==> config.mk <==
export PLATFORM = sky130hd
export DESIGN_NAME = uart_tx
export DESIGN_NICKNAME = d
export VERILOG_FILES = /design/src/rtl/uart_pkg.sv /design/src/rtl/baud_gen.sv /design/src/rtl/uart_tx.sv
export SDC_FILE = /design/constraint.sdc
export NUM_CORES = 1
export LEC_CHECK = 0
export BUFFER_PORTS_ARGS = -buffer_cell sky130_fd_sc_hd__buf_4
export CORE_UTILIZATION = 45
export DETAILED_ROUTE_END_ITERATION = 10
export GPL_TIMING_DRIVEN = 0
export MAX_ROUTING_LAYER = met4
export PLACE_DENSITY = 0.6
export SLEW_MARGIN = 5
export SYNTH_ARGS = -nofsm -noshare
export SYNTH_HDL_FRONTEND = slang
export SYNTH_SLANG_ARGS = --single-unit
==> constraint.sdc <==
create_clock -name CLK -period 6.01 [get_ports CLK]
set_clock_uncertainty 0.1 [all_clocks]
set_input_delay 0.601 -clock CLK [delete_from_list [all_inputs] [get_ports CLK]]
set_output_delay 0.601 -clock CLK [all_outputs]
set_load 0.01 [all_outputs]
==> src/rtl/uart_pkg.sv <==
// ============================================================================
// uart_pkg : shared state type and parity-mode constants for uart_tx
// Rev 1.0
// ============================================================================
`default_nettype none

package uart_pkg;

    typedef enum logic [2:0] {
        IDLE  = 3'd0,
        START = 3'd1,
        DATA  = 3'd2,
        PAR   = 3'd3,
        STOP  = 3'd4
    } uart_state_t;

    localparam int PAR_NONE = 0;
    localparam int PAR_EVEN = 1;
    localparam int PAR_ODD  = 2;

endpackage

`default_nettype wire

==> src/rtl/baud_gen.sv <==
// ============================================================================
// baud_gen : bit-period counter, tick on the last cycle of each bit period
// Rev 1.0
// ============================================================================
`default_nettype none

module baud_gen #(
    parameter int CLK_DIV = 16
) (
    input  logic CLK,
    input  logic RESET,
    input  logic restart,
    output logic tick
);

    localparam logic [15:0] c_last = 16'(CLK_DIV - 1);

    logic [15:0] r_cnt;

    // restart pins the count at zero so the first bit of a frame is full length
    always_ff @(posedge CLK) begin
        if (RESET || restart) begin
            r_cnt <= '0;
        end else if (r_cnt == c_last) begin
            r_cnt <= '0;
        end else begin
            r_cnt <= r_cnt + 16'd1;
        end
    end

    assign tick = (r_cnt == c_last);

endmodule

`default_nettype wire

==> src/rtl/uart_tx.sv <==
// ============================================================================
// uart_tx : FIFO-fed UART transmitter, 1 start, WIDTH data, optional parity, 1 stop
// Rev 1.0
// ============================================================================
`default_nettype none

module uart_tx
    import uart_pkg::*;
#(
    parameter int WIDTH   = 8,
    parameter int CLK_DIV = 16,
    parameter int PARITY  = 0
) (
    input  logic             CLK,
    input  logic             RESET,
    input  logic             EMPTY,
    input  logic [WIDTH-1:0] RDATA,
    output logic             READ,
    output logic             TXD,
    output logic             BUSY
);

    localparam int               IDX_W      = (WIDTH > 1) ? $clog2(WIDTH) : 1;
    localparam logic [IDX_W-1:0] c_last_idx = IDX_W'(WIDTH - 1);
    localparam logic             c_has_par  = (PARITY != PAR_NONE);
    localparam logic             c_odd      = (PARITY == PAR_ODD);

    uart_state_t      r_state;
    logic [WIDTH-1:0] r_shift;
    logic [IDX_W-1:0] r_idx;
    logic             r_par;
    logic             r_txd;

    logic             w_tick;
    logic             w_restart;
    logic             w_read;
    logic [WIDTH-1:0] w_shift_next;

    assign w_restart    = (r_state == IDLE);
    assign w_shift_next = r_shift >> 1;

    // A pop is only offered where a new frame can start on the next edge
    assign w_read = !RESET && !EMPTY &&
                    ((r_state == IDLE) || ((r_state == STOP) && w_tick));

    baud_gen #(
        .CLK_DIV (CLK_DIV)
    ) u_baud (
        .CLK     (CLK),
        .RESET   (RESET),
        .restart (w_restart),
        .tick    (w_tick)
    );

    always_ff @(posedge CLK) begin
        if (RESET) begin
            r_state <= IDLE;
            r_shift <= '0;
            r_idx   <= '0;
            r_par   <= 1'b0;
            r_txd   <= 1'b1;
        end else begin
            case (r_state)
                IDLE: begin
                    r_txd <= 1'b1;
                    if (w_read) begin
                        r_shift <= RDATA;
                        r_par   <= (^RDATA) ^ c_odd;
                        r_idx   <= '0;
                        r_txd   <= 1'b0;
                        r_state <= START;
                    end
                end
                START: begin
                    if (w_tick) begin
                        r_txd   <= r_shift[0];
                        r_idx   <= '0;
                        r_state <= DATA;
                    end
                end
                DATA: begin
                    if (w_tick) begin
                        if (r_idx == c_last_idx) begin
                            r_idx <= '0;
                            if (c_has_par) begin
                                r_txd   <= r_par;
                                r_state <= PAR;
                            end else begin
                                r_txd   <= 1'b1;
                                r_state <= STOP;
                            end
                        end else begin
                            r_idx   <= r_idx + IDX_W'(1);
                            r_shift <= w_shift_next;
                            r_txd   <= w_shift_next[0];
                        end
                    end
                end
                PAR: begin
                    if (w_tick) begin
                        r_txd   <= 1'b1;
                        r_state <= STOP;
                    end
                end
                STOP: begin
                    if (w_tick) begin
                        // back-to-back frames reuse the load path of IDLE
                        if (w_read) begin
                            r_shift <= RDATA;
                            r_par   <= (^RDATA) ^ c_odd;
                            r_idx   <= '0;
                            r_txd   <= 1'b0;
                            r_state <= START;
                        end else begin
                            r_txd   <= 1'b1;
                            r_state <= IDLE;
                        end
                    end
                end
                default: begin
                    r_txd   <= 1'b1;
                    r_state <= IDLE;
                end
            endcase
        end
    end

    assign READ = w_read;
    assign TXD  = r_txd;
    assign BUSY = (r_state != IDLE);

endmodule

`default_nettype wire

==> flow_metrics.py <==
metrics = {
    "timing": {
        "fin_crit_ns": 2.415,
        "relSlewSlack_pct": 52.39,
        "hold_viol_final": 0,
        "slew_viol_final": 0,
        "setup_tns_ns": 0,
        "period_share_pct": 40.19,
        "setup_viol": 0,
        "max_freq_ghz": 0.4140,
        "rsz0062_at_grt": "false",
        "worst_slew_pin_slew_ns": 0.7077,
    },
    "setup_path": {
        "r2r_cells": 7,
        "endpoint_kind": "output port",
        "crit_path_start_kind": "flip-flop",
        "r2r_setup_slack_ns": 3.85,
        "crit_fanout": 5,
        "crit_required_ns": 5.31,
        "cp.arrival_ns": 1.71,
        "crit_type": "reg -> out",
        "r2r_start": "u_baud.r_cnt[0]$_SDFF_PP0_",
        "r2r_end": "r_shift[3]$_SDFFE_PP0P_",
    },
    "power_and_ir_drop": {
        "internal_power_mw": 0.3288,
        "clockPowerShare_pct": 42.6,
        "pwr_density_cell_nw_per_um2": 218.1,
        "seqPwrFrac_pct": 49.6,
        "totalPowerFinal_mw": 0.4227,
        "power_frac_comb_pct": 7.8,
        "vdd_drop_max_mv": 0.1526,
        "switchingPower_mw": 0.09390,
        "swShare_pct": 22.21,
        "p_leak_nw": 0.7236,
    },
    "cells_and_area": {
        "multi_input_area_um2": 980.9,
        "area_growth_pct": 15.17,
        "regArea_um2": 620.6,
        "mostFrequentLayoutCells": "dfxtp_1, nor2_1, nand2_1",
        "layout_commonest_cell": "dfxtp_1",
        "diodes": 0,
        "num-nets-final": 228,
        "drive_above_1_share_pct": 18.14,
        "nFillCells": 339,
    },
    "min_path": {
        "hp-class": "reg -> reg",
        "hp-start": "u_baud.r_cnt[0]$_SDFF_PP0_",
        "holdPathStages": 1,
        "hold_end": "u_baud.r_cnt[0]$_SDFF_PP0_",
    },
    "routing": {
        "finalWirelength_um": 3440,
        "dr.first_iter.drc_count": 68,
        "detail_route.wl_per_cell_um": 13.18,
        "drtAntennaViolNets": 0,
        "dr.pass1.iters": 4,
        "drc": 0,
        "viasPerCell": 5.548,
        "vias": 1448,
    },
    "placed_design": {
        "gp_congestion": 0.8226,
        "port_buffers": 13,
        "hpwl_um": 2499,
    },
    "floorplan": {
        "core_um2": 3468,
        "fp.dieW_um": 63.16,
        "die_y_um": 63.16,
        "dieArea_um2": 3989,
        "pin_count": 14,
        "initial_utilization_pct": 48.52,
        "row_count": 21,
    },
    "grt": {
        "grt_max_degree": 11,
        "grt_overflow": 0,
        "grt_pass1_wl_um": 6168,
        "grt_use_total_pct": 20.17,
        "antenna_found_initial": 0,
        "grt_pass1_vias": 1353,
    },
    "clock_network": {
        "post_cts_buffers": 0,
        "cts_resized": 0,
        "cts_made_buffers": 5,
        "clock_sinks": 31,
        "htreeDepth": 2,
        "clock_latency_ns": 0.28,
        "cts_root_buf": "clkbuf_8",
        "cts_tree": "done",
        "clockBufferDepth": 2,
        "hold_buffers": 0,
        "clk_pin_slew_ns": 0.06,
    },
    "synthesis": {
        "yosysWarningCount": 0,
        "netlist_instances": 194,
        "yosysTopAreaCell": "dfxtp_1",
        "netlist_top_cells_area": "dfxtp_1, mux2_4, nor2_1",
        "synthesis.nets": 208,
        "netlist_area_um2": 1683,
        "synth_seq_cells": 31,
        "synth.distinct_cells": 43,
        "synth-seq-area-share_pct": 36.88,
        "yosysTopAreaCellShare_pct": 36.88,
        "syn_avg_cell_area_um2": 8.675,
    },
    "outcome": {
        "status": "finished, final reports clean",
    },
    "job": {
        "cap_violations": 0,
    },
}
## synthesized netlist by cell type, drive strengths merged
cell / number
nand2b: 1
inv: 9
o2111ai: 1
a2bb2oi: 2
or4: 3
a21boi: 1
or3: 1
nor3: 5
o21ai: 14
nor4: 5
o31ai: 3
nand4: 6
and3: 1
or2: 1
o211ai: 1
mux2: 7
nor3b: 1
ha: 3
nand3b: 1
and4: 4
dfxtp: 31
a21oi: 11
and3b: 1
o221ai: 1
and2: 1
xnor2: 7
a41oi: 1
clkbuf: 5
nor2b: 8
a31oi: 1
xor2: 7
nand3: 8
buf: 4
o22ai: 1
nand2: 15
nor2: 22
## power by group through the flow
| stage | logic, mW | clock network, mW | registers, mW |
|---|---|---|---|
| after global placement | 0.0322 | 0 | 0.214 |
| after CTS | 0.0329 | 0.185 | 0.210 |
| after global routing | 0.0367 | 0.193 | 0.210 |
| final | 0.0328 | 0.180 | 0.210 |
| after floorplan | 0.0213 | 0 | 0.214 |
| after detailed placement | 0.0327 | 0 | 0.214 |
## through the flow
| step | cell area (um2) | worst slack (ns) | util [%] | std cells | hold slack [ns] |
|---|---|---|---|---|---|
| floorplan | 1683 | 4.006 | - | 194 | 0.3179 |
| global placement | 1838 | 3.804 | 52.99 | 253 | 0.3354 |
| detailed placement | 1838 | 3.809 | 52.99 | 253 | 0.3426 |
| CTS | 1938 | 3.585 | 55.88 | 261 | 0.3577 |
| global route | 1938 | 3.417 | 55.88 | 261 | 0.3781 |
| finish | 1938 | 3.595 | 55.88 | 261 | 0.3495 |
## final cells by class
type,count,share of cell area (%)
timing repair buffer,13,5.036
sequential,31,32.02
clock buffer,8,5.165
buffer,9,2.453
multi-input combinational,145,50.61
inverter,9,1.743
tap,46,2.970
## critical path, stage by stage, from the launching register on
cell      delay (ns)
dfxtp_1         0.35
ha_1            0.21
and3_1          0.16
clkbuf_1        0.20
a41oi_1         0.20
nor2_1          0.17
buf_4           0.14
## cell families (layout without fill, tap and decap cells)
family / Yosys count / count (layout) / synth area share (%)
buf+inv: 18 / 39 / 4.833
xor+xnor: 14 / 14 / 7.286
simple gates: 84 / 84 / 28.03
mux: 7 / 7 / 6.245
flops: 31 / 31 / 36.88
fa+ha+maj: 3 / 3 / 2.231
compound gates: 37 / 37 / 14.50
## routing by layer
layer | global-route usage [%] | up-vias | wire, um
met2 | 30.11 | 37 | 1501
met1 | 26.39 | 673 | 1728
li1 | - | 731 | -
met5 | - | - | 0
met4 | 6.686 | 0 | 41
met3 | 5.072 | 7 | 168
## flip-flops by register name (all words and copies together), names as in the netlist
register,cells
r_state,3
u_baud.r_cnt,16
r_idx,3
r_shift,8
TXD,1
## how the worst max path moves through the flow
stage | from | endpoint | slack [ns] | cells after the start
3_3_place_gp | RESET | READ | 3.80 | 4
3_5_place_dp | RESET | READ | 3.81 | 4
6_report | u_baud.r_cnt[0]$_SDFF_PP0_ | READ | 3.59 | 6
5_1_grt | u_baud.r_cnt[0]$_SDFF_PP0_ | READ | 3.42 | 6
2_1_floorplan | RESET | READ | 4.01 | 2
4_1_cts | u_baud.r_cnt[0]$_SDFF_PP0_ | READ | 3.58 | 6
Note: power is estimated with default switching activity, not from simulation.
